**src/rtl/cond_ctrl_pipe.sv**
```systemverilog
// Post-decode control pipeline: conditional gating at E, split-write NZCV flags,
// multi-cycle execute stall FSM and PC-write-pending hazard hint.
module cond_ctrl_pipe #(
  parameter int CW     = 8,
  parameter int NSTG   = 3,
  parameter int MC_LAT = 4
) (
  input  logic                   clk,
  input  logic                   reset,
  input  logic                   flush_e,
  input  logic                   dec_valid,
  input  logic [CW-1:0]          dec_ctrl,
  input  logic [3:0]             dec_cond,
  input  logic [1:0]             dec_flagwr,
  input  logic                   dec_regwr,
  input  logic                   dec_memwr,
  input  logic                   dec_branch,
  input  logic                   dec_pcsrc,
  input  logic                   dec_mc,
  input  logic [3:0]             alu_flags_e,
  output logic [CW-1:0]          ctrl_e,
  output logic                   cond_ex_e,
  output logic                   branch_taken_e,
  output logic [3:0]             flags_q,
  output logic [(NSTG-1)*CW-1:0] ctrl_pipe,
  output logic [NSTG-2:0]        regwr_pipe,
  output logic [NSTG-2:0]        memwr_pipe,
  output logic [NSTG-2:0]        pcsrc_pipe,
  output logic                   mc_stall,
  output logic                   pc_wr_pending
);

  localparam int                CNT_W    = $clog2(MC_LAT) + 1;
  localparam logic [CNT_W-1:0]  CNT_LAST = CNT_W'(MC_LAT - 1);
  localparam logic              MC_EN    = (MC_LAT > 1);

  typedef enum logic {IDLE, BUSY} state_t;

  function automatic logic cond_pass(input logic [3:0] cc, input logic [3:0] f);
    logic n, z, c, v;
    {n, z, c, v} = f;
    case (cc)
      4'h0:    cond_pass = z;
      4'h1:    cond_pass = ~z;
      4'h2:    cond_pass = c;
      4'h3:    cond_pass = ~c;
      4'h4:    cond_pass = n;
      4'h5:    cond_pass = ~n;
      4'h6:    cond_pass = v;
      4'h7:    cond_pass = ~v;
      4'h8:    cond_pass = c & ~z;
      4'h9:    cond_pass = ~c | z;
      4'hA:    cond_pass = (n == v);
      4'hB:    cond_pass = (n != v);
      4'hC:    cond_pass = ~z & (n == v);
      4'hD:    cond_pass = z | (n != v);
      default: cond_pass = 1'b1;
    endcase
  endfunction

  state_t              state_q, state_d;
  logic [CNT_W-1:0]    cnt_q, cnt_d;
  logic                valid_e_q, valid_e_d;
  logic [CW-1:0]       ctrl_e_q, ctrl_e_d;
  logic [3:0]          cond_e_q, cond_e_d;
  logic [1:0]          flagwr_e_q, flagwr_e_d;
  logic                regwr_e_q, regwr_e_d, memwr_e_q, memwr_e_d;
  logic                branch_e_q, branch_e_d, pcsrc_e_q, pcsrc_e_d, mc_e_q, mc_e_d;
  logic [3:0]          flags_d;
  logic [(NSTG-1)*CW-1:0] ctrl_pipe_q, ctrl_pipe_d;
  logic [NSTG-2:0]     regwr_pipe_q, regwr_pipe_d, memwr_pipe_q, memwr_pipe_d;
  logic [NSTG-2:0]     pcsrc_pipe_q, pcsrc_pipe_d;
  logic                mc_start, advance;

  // E stage: condition check and stall decision
  always_comb begin
    cond_ex_e      = valid_e_q & cond_pass(cond_e_q, flags_q);
    mc_start       = cond_ex_e & mc_e_q & MC_EN;
    mc_stall       = (state_q == BUSY) ? (cnt_q != CNT_LAST) : mc_start;
    advance        = ~mc_stall;
    branch_taken_e = branch_e_q & cond_ex_e & advance;
  end

  always_comb begin
    state_d = state_q;
    cnt_d   = cnt_q;
    case (state_q)
      IDLE: if (mc_start) begin
        state_d = BUSY;
        cnt_d   = CNT_W'(1);
      end
      BUSY: if (cnt_q == CNT_LAST) begin
        state_d = IDLE;
        cnt_d   = '0;
      end else begin
        cnt_d   = cnt_q + CNT_W'(1);
      end
      default: begin
        state_d = IDLE;
        cnt_d   = '0;
      end
    endcase
  end

  // D -> E capture; a stall holds E and overrides flush
  always_comb begin
    valid_e_d  = valid_e_q;
    ctrl_e_d   = ctrl_e_q;
    cond_e_d   = cond_e_q;
    flagwr_e_d = flagwr_e_q;
    regwr_e_d  = regwr_e_q;
    memwr_e_d  = memwr_e_q;
    branch_e_d = branch_e_q;
    pcsrc_e_d  = pcsrc_e_q;
    mc_e_d     = mc_e_q;
    if (advance) begin
      if (flush_e) begin
        valid_e_d  = 1'b0;
        ctrl_e_d   = '0;
        cond_e_d   = '0;
        flagwr_e_d = '0;
        regwr_e_d  = 1'b0;
        memwr_e_d  = 1'b0;
        branch_e_d = 1'b0;
        pcsrc_e_d  = 1'b0;
        mc_e_d     = 1'b0;
      end else begin
        valid_e_d  = dec_valid;
        ctrl_e_d   = dec_ctrl;
        cond_e_d   = dec_cond;
        flagwr_e_d = dec_flagwr;
        regwr_e_d  = dec_regwr;
        memwr_e_d  = dec_memwr;
        branch_e_d = dec_branch;
        pcsrc_e_d  = dec_pcsrc;
        mc_e_d     = dec_mc;
      end
    end
  end

  always_comb begin
    flags_d = flags_q;
    if (cond_ex_e & advance) begin
      if (flagwr_e_q[1]) flags_d[3:2] = alu_flags_e[3:2];
      if (flagwr_e_q[0]) flags_d[1:0] = alu_flags_e[1:0];
    end
  end

  // E -> stage 1 takes gated enables; later stages shift unconditionally
  always_comb begin
    ctrl_pipe_d  = '0;
    regwr_pipe_d = '0;
    memwr_pipe_d = '0;
    pcsrc_pipe_d = '0;
    if (advance) begin
      ctrl_pipe_d[CW-1:0] = ctrl_e_q;
      regwr_pipe_d[0]     = regwr_e_q & cond_ex_e;
      memwr_pipe_d[0]     = memwr_e_q & cond_ex_e;
      pcsrc_pipe_d[0]     = pcsrc_e_q & cond_ex_e;
    end
    for (int k = 2; k < NSTG; k++) begin
      ctrl_pipe_d[k*CW-1 -: CW] = ctrl_pipe_q[(k-1)*CW-1 -: CW];
      regwr_pipe_d[k-1]         = regwr_pipe_q[k-2];
      memwr_pipe_d[k-1]         = memwr_pipe_q[k-2];
      pcsrc_pipe_d[k-1]         = pcsrc_pipe_q[k-2];
    end
  end

  // Writeback stage is excluded: its PC write is already visible to fetch
  always_comb begin
    pc_wr_pending = (dec_valid & dec_pcsrc) | (valid_e_q & pcsrc_e_q);
    for (int k = 0; k < NSTG - 2; k++) begin
      pc_wr_pending = pc_wr_pending | pcsrc_pipe_q[k];
    end
  end

  always_ff @(posedge clk or negedge reset) begin
    if (!reset) begin
      state_q      <= IDLE;
      cnt_q        <= '0;
      valid_e_q    <= 1'b0;
      ctrl_e_q     <= '0;
      cond_e_q     <= '0;
      flagwr_e_q   <= '0;
      regwr_e_q    <= 1'b0;
      memwr_e_q    <= 1'b0;
      branch_e_q   <= 1'b0;
      pcsrc_e_q    <= 1'b0;
      mc_e_q       <= 1'b0;
      flags_q      <= '0;
      ctrl_pipe_q  <= '0;
      regwr_pipe_q <= '0;
      memwr_pipe_q <= '0;
      pcsrc_pipe_q <= '0;
    end else begin
      state_q      <= state_d;
      cnt_q        <= cnt_d;
      valid_e_q    <= valid_e_d;
      ctrl_e_q     <= ctrl_e_d;
      cond_e_q     <= cond_e_d;
      flagwr_e_q   <= flagwr_e_d;
      regwr_e_q    <= regwr_e_d;
      memwr_e_q    <= memwr_e_d;
      branch_e_q   <= branch_e_d;
      pcsrc_e_q    <= pcsrc_e_d;
      mc_e_q       <= mc_e_d;
      flags_q      <= flags_d;
      ctrl_pipe_q  <= ctrl_pipe_d;
      regwr_pipe_q <= regwr_pipe_d;
      memwr_pipe_q <= memwr_pipe_d;
      pcsrc_pipe_q <= pcsrc_pipe_d;
    end
  end

  assign ctrl_e     = ctrl_e_q;
  assign ctrl_pipe  = ctrl_pipe_q;
  assign regwr_pipe = regwr_pipe_q;
  assign memwr_pipe = memwr_pipe_q;
  assign pcsrc_pipe = pcsrc_pipe_q;

endmodule
```
**config.mk**
```make
export PLATFORM = sky130hd
export DESIGN_NAME = cond_ctrl_pipe
export DESIGN_NICKNAME = d
export VERILOG_FILES = /design/src/rtl/cond_ctrl_pipe.sv
export SDC_FILE = /design/constraint.sdc
export NUM_CORES = 1
export LEC_CHECK = 0
export ABC_AREA = 1
export BUFFER_PORTS_ARGS = -buffer_cell sky130_fd_sc_hd__buf_2
export CAP_MARGIN = 20
export CORE_MARGIN = 1
export CORE_UTILIZATION = 34
export CTS_CLUSTER_DIAMETER = 40
export DETAILED_ROUTE_END_ITERATION = 8
export MAX_ROUTING_LAYER = met4
export PLACE_DENSITY_LB_ADDON = 0.3
export SLEW_MARGIN = 20
export SYNTH_ARGS = -nofsm -noshare
export SYNTH_HDL_FRONTEND = slang
export SYNTH_SLANG_ARGS = --single-unit
```
**constraint.sdc**
```tcl
create_clock -name clk -period 2.6 [get_ports clk]
set_input_delay 0.26 -clock clk [delete_from_list [all_inputs] [get_ports clk]]
set_output_delay 0.26 -clock clk [all_outputs]
set_load 0.1 [all_outputs]
```
==> metrics.yaml <==
detailed_routing:
  finalWirelength_mm: 4.53
  wl_per_cell_um: 10.5
  drc: 6
  vias_per_cell: 4.17
  vias: 1798
  ant_nets: 0
  drt_pass1_iterations: 6
  drt_iter0_markers: 97
grt:
  grt_pass1_wl_mm: 7.68
  grt_max_degree: 29
  antenna_found_initial: 0
  grtUsageTotal: 0.142
  grt_pass1_vias: 1601
  grt-ovfl-total: 0
outcome:
  failed_checks: "design-rule violations"
  outcome: "finished, violations left"
worst_setup_path:
  worst_ep_required_time_ns: 2.34
  arrival_ns: 2.04
  critPathCaptureType: "primary output"
  cpPeakStageDelay_ns: 0.52
  cp_cell_sequence: "inv_1 > nand2_1 > nand3_1 > nand3_1 > nand3_1 > nor2_2 > nor2_4 > nand2_1 > o21ai_2 > buf_12"
  crit_path_frequent_cell: "nand3_1"
  critical_path_buf_inv_count: 2
  cpLargestDelayFamily: "simple AND/OR/NAND/NOR gates"
  worstSetupPathType: "flip-flop to primary output"
  cp-start-kind: "flip-flop"
  worst-path-max-fanout: 6
  slowest_stage: "dfrtp_4"
finish:
  final_cell_mix: "nand2_1, buf_2, inv_1"
  mostFrequentLayoutCell: "nand2_1"
  area_growth_pct: 20.1
  n_antenna_cell: 0
  drive_gt1_frac: 0.254
  nets: 381
  fillers: 664
clock_network:
  cts_buffer_depth: 2
  cts_made_buffers: 5
  path_clk_slew_ns: 0.10
  cts_sinks: 50
  htreeDepth: 2
  root_buffer: "clkbuf_8"
  cts_tree: "built"
  insertion_delay_ns: 0.31
sta:
  setup_ws_ns: 0.296
  finalCritPeriodShare: 0.886
  skew_ns: 0.00962
  worst_pin_slew_ns: 0.509
  fin_tns_setup_ns: 0
  rsz0062_at_grt: "false"
  drv_slew: 0
  setup-violations-final: 0
  fmax_ghz: 0.434
  fin_crit_ns: 2.30
  hold_viol: 0
  timing.slew.headroom: 0.661
floorplanning:
  start_util: 0.356
  ios: 65
  die_y_um: 84.3
  rows: 29
  die_w_um: 84.3
  dieArea_um2: 7100
  core_region_area_um2: 6460
synth:
  synthDistinctLibCells: 20
  synth_area_um2: 2300
  syn_inst: 295
  synth_seq_cells: 50
  syn_nets: 323
  synth_area_per_cell_um2: 7.80
  yosys_warnings: 0
  yosysSeqAreaShare: 0.543
placement:
  io_buffers: 64
  place_ws_ns: 0.617
  gp_congestion: 0.850
  place_hpwl_mm: 3.44
job:
  maxCapViolCount: 0
worst_hold_path:
  min_path_type: "input port to flip-flop"
-- worst paths after layout --
kind                                start             to  slack [ns]  depth (start not counted)
max                            flags_q[3]       mc_stall        0.30                         10
max reg2reg                    flags_q[3]    cond_e_q[1]        0.63                         12
min in group asynchronous           reset      ctrl_e[6]        0.45                          2
min reg2reg                 regwr_pipe[0]  regwr_pipe[1]        0.38                          0
max in group asynchronous           reset  ctrl_pipe[15]        1.41                          3
min                        alu_flags_e[0]     flags_q[0]        0.14                          3
-- tightest hold or removal path, delay by kind of cell --
family / cells / cell delay [ns]
simple gates: 2 / 0.08
buf+inv: 1 / 0.07
-- metal layers --
| layer | routed length [um] | global-route usage | vias to the layer above |
|---|---|---|---|
| met1 | 2170 | 0.192 | 787 |
| li1 | - | - | 964 |
| met5 | 0 | - | - |
| met4 | 57 | 0.0470 | 0 |
| met3 | 237 | 0.0334 | 4 |
| met2 | 2060 | 0.211 | 43 |
-- sequential cells by signal, indices dropped and copies added, names as in the netlist --
name and count:
ctrl_e 8, pcsrc_pipe 2, memwr_pipe 2, state_q 1, ctrl_pipe 16, pcsrc_e_q 1, mc_e_q 1, flagwr_e_q 2
memwr_e_q 1, cond_e_q 4, branch_e_q 1, valid_e_q 1, regwr_pipe 2, cnt_q 3, regwr_e_q 1, flags_q 4
-- kinds of logic after synthesis --
family          synth area share
compound gates            0.0283
simple gates               0.279
buf+inv                    0.143
flops                      0.543
fa+ha+maj                0.00543
-- Yosys cell counts (all sizes together) --
| master | n | area (um^2) |
|---|---|---|
| nand2 | 103 | 387 |
| dfrtp | 50 | 1250 |
| inv | 50 | 188 |
| nor2 | 47 | 186 |
| buf | 17 | 128 |
| nand3 | 12 | 65.1 |
| a21oi | 5 | 25.0 |
| clkbuf | 3 | 11.3 |
| o2111ai | 3 | 26.3 |
| o21ai | 2 | 13.8 |
| clkinv | 1 | 3.75 |
| ha | 1 | 12.5 |
| nor3 | 1 | 5.00 |
-- metrics by stage --
step / cell area (um^2) / hold WS (ns) / std cells / utilization
4_1_cts: 2770 / 0.138 / 431 / 0.428
2_1_floorplan: 2330 / -0.0356 / 295 / -
6_report: 2770 / 0.142 / 431 / 0.428
3_3_place_gp: 2660 / 0.263 / 422 / 0.411
3_5_place_dp: 2660 / 0.263 / 422 / 0.411
5_1_grt: 2770 / 0.138 / 431 / 0.428
-- cell type report --
cell class | count | area, um^2 | area share
Multi-Input combinational cell | 174 | 723 | 0.262
Sequential cell | 50 | 1270 | 0.458
Clock inverter | 3 | 28.8 | 0.0104
Timing Repair Buffer | 71 | 390 | 0.141
Inverter | 51 | 191 | 0.0692
Tap cell | 77 | 96.3 | 0.0348
Clock buffer | 5 | 68.8 | 0.0249
-- repair_timing --
action | CTS | global route
hold endpoints to repair | 22 | 0
hold buffers | 1 | 0
resized for setup | 0 | 0
buffers inserted | 0 | 0
endpoints found under the setup margin | 0 | 0
Power is not shown: default switching activity piles up to over one toggle a cycle in this logic, so the estimate is an artifact.
